## src/rtl/pc_unit.sv

```systemverilog
// pc_unit: fetch-stage program counter with next-PC selection, stall hold and return-address stack
module pc_unit #(
  parameter int                WIDTH        = 32,
  parameter logic [WIDTH-1:0]  RESET_VECTOR = '0,
  parameter logic [WIDTH-1:0]  EXC_VECTOR   = WIDTH'(32'h0000_0080),
  parameter int                INC          = 4,
  parameter int                RAS_DEPTH    = 4
) (
  input  logic             clk,
  input  logic             reset_n,
  input  logic             stall,
  input  logic             branch_taken,
  input  logic [WIDTH-1:0] branch_target,
  input  logic             jump,
  input  logic [WIDTH-1:0] jump_target,
  input  logic             call,
  input  logic             ret,
  input  logic             exception,
  output logic [WIDTH-1:0] pc_out,
  output logic [WIDTH-1:0] pc_plus_inc,
  output logic             pc_valid,
  output logic             ras_empty,
  output logic             ras_full,
  output logic             ras_overflow,
  output logic             ras_underflow,
  output logic             misalign
);
  localparam int               CW   = $clog2(RAS_DEPTH);
  localparam logic [WIDTH-1:0] LOW  = WIDTH'(INC - 1);
  localparam logic [CW:0]      FULL = (CW + 1)'(RAS_DEPTH);
  logic [WIDTH-1:0] pc_q, pc_d, tgt;
  logic [WIDTH-1:0] ras_q [RAS_DEPTH];
  logic [CW-1:0]    top_q, top_d, wr_ptr;
  logic [CW:0]      cnt_q, cnt_d;
  logic             valid_q, ovf_q, ovf_d, unf_q, unf_d, mis_q, mis_d;
  logic             push, pop, chk, wr_en;
  assign pc_out        = pc_q;
  assign pc_plus_inc   = pc_q + WIDTH'(INC);
  assign pc_valid      = valid_q;
  assign ras_empty     = cnt_q == '0;
  assign ras_full      = cnt_q == FULL;
  assign ras_overflow  = ovf_q;
  assign ras_underflow = unf_q;
  assign misalign      = mis_q;
  // Next-PC selection and stack bookkeeping; the first edge after reset only raises pc_valid so RESET_VECTOR is fetched
  always_comb begin
    pc_d   = pc_q;
    top_d  = top_q;
    cnt_d  = cnt_q;
    ovf_d  = ovf_q;
    unf_d  = unf_q;
    mis_d  = 1'b0;
    push   = 1'b0;
    pop    = 1'b0;
    chk    = 1'b0;
    tgt    = pc_plus_inc;
    wr_en  = 1'b0;
    wr_ptr = top_q;
    if (valid_q && exception) begin
      pc_d  = EXC_VECTOR;
      cnt_d = '0;
    end else if (valid_q && !stall) begin
      pop    = ret && cnt_q != '0;
      push   = jump && call;
      unf_d  = unf_q | (ret && cnt_q == '0);
      chk    = pop || (!ret && (jump || branch_taken));
      tgt    = pop ? ras_q[top_q] : ret ? pc_plus_inc : jump ? jump_target :
               branch_taken ? branch_target : pc_plus_inc;
      mis_d  = chk && |(tgt & LOW);
      pc_d   = chk ? (tgt & ~LOW) : tgt;
      wr_en  = push;
      wr_ptr = pop ? top_q : top_q + 1'b1;
      top_d  = push == pop ? top_q : push ? top_q + 1'b1 : top_q - 1'b1;
      cnt_d  = push == pop ? cnt_q : push ? (cnt_q == FULL ? cnt_q : cnt_q + 1'b1) : cnt_q - 1'b1;
      ovf_d  = ovf_q | (push && !pop && cnt_q == FULL);
    end
  end
  // PC, stack pointers and flags with asynchronous reset
  always_ff @(posedge clk or negedge reset_n) begin
    if (!reset_n) begin
      pc_q    <= RESET_VECTOR;
      valid_q <= 1'b0;
      top_q   <= '0;
      cnt_q   <= '0;
      ovf_q   <= 1'b0;
      unf_q   <= 1'b0;
      mis_q   <= 1'b0;
    end else begin
      pc_q    <= pc_d;
      valid_q <= 1'b1;
      top_q   <= top_d;
      cnt_q   <= cnt_d;
      ovf_q   <= ovf_d;
      unf_q   <= unf_d;
      mis_q   <= mis_d;
    end
  end
  // Stack storage; a push after a pop in the same cycle lands in the freed top slot
  always_ff @(posedge clk) begin
    if (wr_en) ras_q[wr_ptr] <= pc_plus_inc;
  end
endmodule
```

## config.mk

```make
export PLATFORM = sky130hd
export DESIGN_NAME = pc_unit
export DESIGN_NICKNAME = d
export VERILOG_FILES = /design/src/rtl/pc_unit.sv
export SDC_FILE = /design/constraint.sdc
export NUM_CORES = 1
export LEC_CHECK = 0
export BUFFER_PORTS_ARGS = -buffer_cell sky130_fd_sc_hd__buf_2
export CAP_MARGIN = 20
export CORE_ASPECT_RATIO = 1.4
export CORE_MARGIN = 2
export CORE_UTILIZATION = 40
export DETAILED_ROUTE_END_ITERATION = 12
export GPL_TIMING_DRIVEN = 0
export REMOVE_ABC_BUFFERS = 1
export SYNTH_ARGS = -nofsm -noshare
export SYNTH_HDL_FRONTEND = slang
export SYNTH_SLANG_ARGS = --single-unit
```

## constraint.sdc

```tcl
create_clock -name clk -period 5.6 [get_ports clk]
set_clock_uncertainty 0.1 [all_clocks]
set_input_delay 1.68 -clock clk [delete_from_list [all_inputs] [get_ports clk]]
set_output_delay 1.68 -clock clk [all_outputs]
set_load 0.01 [all_outputs]
```

# Word-level counts from Yosys, hierarchy flattened
# Memories as Yosys holds them, arrays and structs flattened.
# Index checks and enable logic that the tools add are counted.
dict set report op_classes {
  n_addsub 5
  n_eq_ne 4
  n_mux 22
  bitwise 4
  n_reduce_logical 21
}
# cell n
set op_table {}
lappend op_table {{$mux 32} 6}
lappend op_table {{$add 32x3->32 const B} 1}
lappend op_table {{$mux 3} 5}
lappend op_table {{$mux 2} 5}
lappend op_table {{$logic_and 1x1->1} 9}
lappend op_table {{$mux 1} 6}
lappend op_table {{$reduce_and 3->1} 2}
lappend op_table {{$add 3x1->3 const B} 1}
lappend op_table {{$eq 3x3->1 const B} 1}
lappend op_table {{$logic_not 1->1} 3}
lappend op_table {{$logic_not 3->1} 1}
lappend op_table {{$ne 3x3->1 const B} 1}
lappend op_table {{$reduce_bool 3->1} 1}
lappend op_table {{$sub 3x1->3 const B} 1}
lappend op_table {{$add 2x1->2 const B} 1}
lappend op_table {{$logic_or 1x1->1} 2}
lappend op_table {{$ne 2x2->1 const B} 1}
lappend op_table {{$not 1->1} 2}
lappend op_table {{$or 1x1->1} 2}
lappend op_table {{$reduce_and 2->1} 1}
lappend op_table {{$reduce_bool 2->1} 1}
lappend op_table {{$reduce_or 2->1} 1}
lappend op_table {{$sub 2x1->2 const B} 1}
lappend op_table {{$eq 1x1->1} 1}
dict set report totals {
  ff_bits 41
  ram_bits 128
  input_bits 72
  out_inout_bits 70
  wordCells 64
  mem_count 1
}
# memory depth width read_ports rd_clocked_by_memory_dff wr line_no
set mem_list {}
lappend mem_list {ras_q 4 32 1 0 1 32} ;# logic [WIDTH-1:0] ras_q [RAS_DEPTH];

# Longest topological paths before layout
# Gate-level depths: netlist (run 1).
dict set report logic_depth {
  word_depth 9
  ltp_mapped 9
  depth_no_buf 7
}

# Worst setup path before layout (run 1)
# OpenSTA, ideal clock, no wires.
dict set report synth_path {
  path_type {input to register}
  from {input port ret}
  to {memory ras_q[0][0] (enable)}
  t_arrival_ps 5078
  path_slack_ps -48
  path_stages 5
  n_path_buf 2
  cell_sequence {clkbuf_1 > o31ai_1 > clkbuf_1 > or3_1 > a211oi_1}
}
dict set report synth_via {
  elab_chain_len 4
}
# element line_no
set synth_rtl {}
lappend synth_rtl {{from (decl)} 17} ;# input logic ret,
lappend synth_rtl {{$logic_and 1x1->1} 63} ;# pop = ret && cnt_q != '0;
lappend synth_rtl {{$mux 2} 72} ;# wr_ptr = pop ? top_q : top_q + 1'b1;
lappend synth_rtl {{$mux 2} 62} ;# end else if (valid_q && !stall) begin
lappend synth_rtl {{$mux 2} 59} ;# if (valid_q && exception) begin
lappend synth_rtl {{to (decl)} 32}
# Every way passes these cells.

# Worst setup path after layout (run 1)
dict set report layout_path {
  from {register pc_q[21] (netlist: pc_out[21])}
  to {output port pc_plus_inc[31]}
}
dict set report layout_via {
  elab_chain_len 1
}
# element line_no
set layout_rtl {}
lappend layout_rtl {{from (decl)} 31} ;# logic [WIDTH-1:0] pc_q, pc_d, tgt;
lappend layout_rtl {{from (signal assigned)} 89} ;# pc_q <= pc_d;
lappend layout_rtl {{$add 32x3->32} 38} ;# assign pc_plus_inc = pc_q + WIDTH'(INC);
lappend layout_rtl {{to (decl)} 20} ;# output logic [WIDTH-1:0] pc_plus_inc,
# Every way passes these cells.

==> results of run 1 <==
## cells in the mapped netlist (9+ instances only)
cell	number
o21ai_0	38
nor3_1	11
xor2_1	10
buf_2	9
nand2_1	39
edfxtp_1	128
nand4_1	13
nand3_1	16
clkbuf_1	29
xnor2_1	24
mux4_2	32
nor2_1	34
and2_1	9
o22ai_1	17
a211oi_1	10
a21oi_1	22
dfrtp_1	41
inv_1	9
## layout make-up
| class | count | area, um^2 | share of cell area |
|---|---|---|---|
| tap | 252 | 315 | 0.0317 |
| sequential | 169 | 4870 | 0.490 |
| clock inverter | 15 | 181 | 0.0182 |
| multi-input combinational | 397 | 3130 | 0.315 |
| clock buffer | 17 | 425 | 0.0428 |
| timing repair buffer | 157 | 981 | 0.0987 |
| inverter | 10 | 37.5 | 0.00378 |
## flip-flops by register name, summed over array words and instances (netlist names)
register / flops
ras_underflow: 1
misalign: 1
ras_overflow: 1
cnt_q: 3
pc_out: 32
top_q: 2
pc_valid: 1
ras_q: 128
## worst paths after layout
path	start	endpoint	slack [ns]	cells past startpoint
max	pc_out[21]$_DFFE_PN0P_	pc_plus_inc[31]	0.93	5
min	ras_underflow$_DFFE_PN0P_	ras_underflow$_DFFE_PN0P_	0.37	1
max reg2reg	cnt_q[0]$_DFFE_PN0P_	ras_q[2][25]$_DFFE_PP_	2.54	7
min reg2reg	ras_underflow$_DFFE_PN0P_	ras_underflow$_DFFE_PN0P_	0.37	1
max in group asynchronous	reset_n	pc_out[26]$_DFFE_PN0P_	3.88	2
min in group asynchronous	reset_n	pc_out[0]$_DFFE_PN0P_	1.02	1
## critical path, stage by stage (launching register included)
cell     delay [ns]
dfrtp_1        0.56
and4_1         0.35
nand4_1        0.21
nor4b_1        0.78
xor2_1         0.35
buf_2          0.20
## power by group through the flow
stage               registers [mW]  clock network (mW)  logic [mW]
finish                        1.68                1.20        1.20
global placement              1.77                   0        1.02
detailed placement            1.71                   0        1.20
floorplan                     1.71                   0       0.648
global route                  1.70                1.27        1.29
CTS                           1.68                1.21        1.21
## metal layers
layer / routed length [um] / share of wire
met5: 0 / 0
met2: 12800 / 0.53
met1: 9790 / 0.40
met3: 1410 / 0.058
met4: 382 / 0.016
## cells by family after synthesis
logic type | after synthesis
XOR/XNOR | 34
flip-flops | 169
adder cells (fa/ha/maj) | 3
buffers and inverters | 57
AO/OA/AOI/OAI | 162
multiplexers | 41
AND/OR/NAND/NOR | 156
other | 1
## metrics by stage
step | instances | hold WS [ns] | worst slack [ns] | setup TNS [ns] | utilization
final | 1017 | 0.366 | 0.935 | 0 | 0.497
after global routing | 1017 | 0.398 | 0.741 | 0 | 0.497
after CTS | 1016 | 0.376 | 0.971 | 0 | 0.496
after detailed placement | 984 | 0.358 | 0.764 | 0 | 0.466
after global placement | 969 | 0.349 | -3.97 | -385.72 | 0.450
after floorplan | 576 | 0.412 | -0.00597 | -0.191 | -
==> run_results.csv, run 1 <==
group,metric,value,unit
global_route,busiest_layer,"met2",
global_route,gr-usage-all-layers,0.223,
pwr,seq_power_share,0.412,
synth,synth.distinct_cells,66,
route,first_iter_violations,461,
route,dr_total_vias,6115,
pwr,p_clk_frac,0.294,
sta,setup_viol,0,
synth,synth_top_family_by_area,"compound AO/OA/AOI/OAI gates",
global_route,grt_use_met1,0.279,
pwr,power_frac_comb,0.294,
floorplan,start_util,0.410,
global_route,grt_pass1_wl,36800,um
synth,yosysTopAreaCellShare,0.469,
cts,cts.htree.levels,4,
outcome,outcome,"completed",
route,wirelength,24400,um
sta,rsz0062_at_grt,"no",
floorplan,coreArea,20000,um^2
cts,clk_pin_slew,0.07,ns
synth,post_synth_xor_area_fraction,0.0363,
cts,cts_resized,0,
global_route,grt_util_met2,0.395,
cts,tritoncts,"yes",
finish,fill_cells,1716,
route,drtAntennaViolNets,0,
synth,ys_ff_latch,169,
setup_path,cp_max_fo,10,
finish,fin_area,9940,um^2
route,drc_errors,0,
synth,syn_area,8190,um^2
sta,max_freq,214,MHz
synth,synth-simple-area-share,0.0989,
placed_design,port_buffers,141,
finish,antenna_cells,0,
cts,cts_buffer_depth,2,
pwr,switching_share,0.344,
synth,ys.flop_type,"edfxtp_1",
synth,synth.area.top_cells,"edfxtp_1, dfrtp_1, mux4_2",
pwr,internal-power,2.68,mW
job,cap_viol_max_count,0,
sta,finalCritPeriodShare,0.833,
floorplan,die-height,173,um
cts,clock-sinks,169,
placed_design,place_congestion,0.832,
cts,worst_skew_pair.late_latency,0.43,ns
cts,cts_root_buffer,"clkbuf_16",
finish,syn2layout_area_growth,21.3,%
setup_path,start_kind,"register",
sta,period_minus_slack,4.67,ns
route,vias_per_cell,6.01,
sta,max_slew_margin,0.321,
floorplan,boundaryPins,142,
finish,final_common_cell,"buf_2",
synth,synth_compound_area_frac,0.134,
pwr,switchingPower,1.40,mW
global_route,grt_overflow_total,0,
synth,seq_area_frac_synth,0.594,
synth,synth-async-reset-ratio,0.243,
placed_design,hpwl,16700,um
synth,yosysWarnings,0,
pwr,peakVddDrop,0.242,mV
synth,muxShareOfSynthArea,0.0993,
pwr,power.leakage,3.78,nW
setup_path,critical_path_required,3.82,ns
global_route,use_met3,0.0355,
cts,cts_buffers,17,
placed_design,placed_area,9320,um^2
finish,layout-drive-gt1-share,0.322,
global_route,grt_pass1_vias,6316,
synth,syn_inst,623,
synth,synthAdderAreaFrac,0.00550,
finish,nets,827,
synth,syn_area_per_cell,13.2,um^2
pwr,powerDensity,411,nW/um^2
sta,worst_pin_slew,1.01,ns
min_path,hold_class,"register to register",
floorplan,die_width,125,um
pwr,total_power,4.08,mW
cts,cts_setup_buffers,0,
setup_path,end_kind,"primary output",
setup_path,path_class,"register to primary output",
finish,final_cell_mix,"buf_2, edfxtp_1, nand2_1, dfrtp_1, o21ai_0",
setup_path,cp.arrival,2.89,ns
sta,finalHoldViolCount,0,
global_route,antenna_found_initial,0,
floorplan,num_rows,61,
synth,synth-edff-count,128,
route,dr.pass1.iters,5,
floorplan,die_area,21700,um^2
global_route,grt_max_degree,42,
synth,yosysTopAreaCell,"edfxtp_1",
sta,drv_slew,0,
route,routedWlPerCell,24.0,um
cts,cts_hold_buf,0,
(Power assumes the default switching activity.)
==> inputs of run 2 (changes only) <==
--- a/config.mk
+++ b/config.mk
@@ -5,6 +5,7 @@
 export SDC_FILE = /design/constraint.sdc
 export NUM_CORES = 1
 export LEC_CHECK = 0
+export ABC_AREA = 1
 export BUFFER_PORTS_ARGS = -buffer_cell sky130_fd_sc_hd__buf_2
 export CAP_MARGIN = 20
 export CORE_ASPECT_RATIO = 1.4
==> constraint.sdc (replaced) <==
create_clock -name clk -period 4.4 [get_ports clk]
set_clock_uncertainty 0.1 [all_clocks]
set_input_delay 1.32 -clock clk [delete_from_list [all_inputs] [get_ports clk]]
set_output_delay 1.32 -clock clk [all_outputs]
set_load 0.01 [all_outputs]
==> run 2 against run 1 <==
Via count grew 16%. Critical path type is now input pin to register. Critical endpoint is now ras_q[2][19]$_DFFE_PP_. Register-to-register slack worse by 2.2 ns. Flip-flop and latch count unchanged. Cell area grew 2.6%. Combinational power grew 23%. Largest cell class unchanged. Sequential share of layout area fell by 1.2 points.
==> run_results.csv, run 2 <==
group,metric,value,unit
outcome,outcome,"completed",
sta,finalCritPeriodShare,0.977,
pwr,peakVddDrop,0.296,mV
min_path,hold_class,"register to register",
synth,synthTopCellsByCount,"nand2_1, edfxtp_1, nor2_1",
sta,finalHoldViolCount,0,
cts,cts.htree.levels,4,
cts,cts_buffers,17,
floorplan,num_rows,63,
sta,drv_slew,0,
global_route,antenna_found_initial,0,
route,dr_total_vias,7121,
pwr,powerDensity,489,nW/um^2
synth,yosysTopAreaCellShare,0.451,
setup_path,cpPeakStageDelay,0.92,ns
route,wirelength,25200,um
global_route,grt_util_met2,0.386,
finish,largest_register_ffs,128,
global_route,busiest_layer,"met2",
route,vias_per_cell,5.26,
finish,regMostFlops,"ras_q",
route,drc_errors,0,
setup_path,cp_max_fo,20,
synth,syn_area_per_cell,8.97,um^2
setup_path,path_class,"input pin to register",
sta,fin_tns_setup,0,ns
synth,synth.distinct_cells,43,
global_route,use_met3,0.0405,
pwr,switchingPower,1.84,mW
route,routedWlPerCell,18.6,um
pwr,power_frac_comb,0.294,
pwr,power.leakage,4.50,nW
job,cap_viol_max_count,0,
setup_path,cpMostUsedCell,"nand2_1",
synth,seq_area_frac_synth,0.571,
cts,cts_buffer_depth,2,
finish,antenna_cells,0,
cts,cts_hold_buf,0,
sta,rsz0062_at_grt,"yes",
pwr,switching_share,0.369,
floorplan,start_util,0.405,
cts,tritoncts,"yes",
pwr,internal-power,3.14,mW
synth,synth-edff-count,128,
cts,clock-sinks,169,
cts,worst_skew_pair.late_latency,0.43,ns
sta,timing.hold.ws,0.373,ns
route,first_iter_violations,481,
finish,syn2layout_area_growth,19.6,%
synth,yosysTopAreaCell,"edfxtp_1",
cts,clk_pin_slew,0.06,ns
synth,ys_ff_latch,169,
finish,layout-drive-gt1-share,0.198,
finish,final_common_cell,"nand2_1",
sta,max_slew_margin,0.347,
setup_path,path_buf_inv,3,
floorplan,die_area,22500,um^2
finish,nets,1156,
placed_design,place_congestion,0.875,
synth,syn_area,8530,um^2
setup_path,critical_path_required,4.43,ns
synth,syn_inst,951,
pwr,seq_power_share,0.416,
floorplan,die-height,177,um
synth,synth-async-reset-ratio,0.243,
setup_path,end_kind,"register",
cts,cts_root_buffer,"clkbuf_16",
sta,setup_viol,0,
global_route,grt_pass1_vias,6741,
route,drtAntennaViolNets,0,
synth,synth.area.top_cells,"edfxtp_1, dfrtp_1, nand2_1",
setup_path,cp_slowest_cell,"inv_1",
route,dr.pass1.iters,7,
pwr,p_clk_frac,0.289,
finish,final_cell_mix,"nand2_1, buf_2, edfxtp_1, nor2_1, inv_1",
global_route,grt_pass1_wl,38000,um
floorplan,coreArea,21000,um^2
global_route,grt_max_degree,42,
global_route,gr-usage-all-layers,0.226,
setup_path,cp_top_family,"buffers and inverters",
setup_path,cp.arrival,4.33,ns
synth,ys.flop_type,"edfxtp_1",
finish,final_util,0.485,
setup_path,start_kind,"input pin",
pwr,total_power,4.98,mW
global_route,grt_use_met1,0.272,
synth,yosysMostFrequentCell,"nand2_1",
sta,max_freq,233,MHz
placed_design,port_buffers,141,
sta,worst_pin_slew,0.979,ns
floorplan,die_width,127,um
placed_design,hpwl,17600,um
floorplan,boundaryPins,142,
global_route,grt_overflow_total,0,
synth,yosysWarnings,0,
sta,period_minus_slack,4.30,ns
setup_path,critical_path.cell_chain,"buf_2, nand2_1, inv_1, o21ai_0, nand2_1, nand2_1, nor2_4, buf_16",
run 2: changes by cell type in the layout (fill, tap and decap cells not counted), moves of 9 or more:
cell     change
nor2_1      +81
nand2_1    +214
o21ai_1      +9
nand3_1     +41
xnor2_1     -20
o21ai_0     +22
mux4_2      -32
nand4_1     -12
inv_1       +84
run 2: stage by stage:
step	area (um^2)	worst slack (ns)	instances
floorplan	8340	-0.150	912
global placement	9370	-3.34	1313
detailed placement	9610	-0.290	1321
CTS	10200	0.149	1353
global route	10200	-0.0763	1354
finish	10200	0.0996	1354
run 2: worst paths after layout:
kind | from | to | slack, ns | cells past startpoint
max | ret | ras_q[2][19]$_DFFE_PP_ | 0.1 | 8
min | ras_overflow$_DFFE_PN0P_ | ras_overflow$_DFFE_PN0P_ | 0.37 | 1
max reg2reg | top_q[1]$_DFFE_PN0P_ | ras_q[2][19]$_DFFE_PP_ | 0.34 | 6
min reg2reg | ras_overflow$_DFFE_PN0P_ | ras_overflow$_DFFE_PN0P_ | 0.37 | 1
max in group asynchronous | reset_n | pc_out[23]$_DFFE_PN0P_ | 3.07 | 2
min in group asynchronous | reset_n | ras_overflow$_DFFE_PN0P_ | 0.64 | 1
run 2: logic make-up (layout without fill, tap and decap cells):
logic type      count (synthesis)  after routing  synth area share
simple gates                  471            471             0.233
fa+ha+maj                       3              3           0.00528
flops                         169            169             0.571
xor+xnor                       17             17            0.0183
other cells                     1              1          0.000440
compound gates                154            154             0.107
buf+inv                       136            279            0.0643
run 2: layer usage:
layer	part of all wire	vias up
met2	0.50	253
met5	0	-
met4	0.044	0
li1	-	3455
met1	0.40	3356
met3	0.049	57
run 2: final cells by class:
cell class,instances,area [um^2]
fill,1980,10800
multi-input combinational,646,3140
inverter,97,364
clock buffer,18,429
tap,260,325
timing repair buffer,150,931
clock inverter,14,138
sequential,169,4870
run 2: power groups by stage:
stage	logic, mW	clock network (mW)	registers (mW)
floorplan	0.828	0	2.08
global placement	1.32	0	2.16
detailed placement	1.47	0	2.10
CTS	1.47	1.46	2.07
global route	1.65	1.53	2.09
finish	1.47	1.44	2.07
run 2: worst register-to-register path: stages, from the launching register on:
cell,delay (ns)
dfrtp_2,0.97
clkinv_1,0.93
buf_16,0.43
xor2_1,0.32
inv_1,0.17
nor2_4,0.57
buf_16,0.24
run 2: repair_timing:
item / in CTS / in global routing
endpoints found under the hold margin: 0 / 0
buffers inserted: 0 / 0
setup endpoints to repair: 0 / 32
resized for setup: 0 / 0
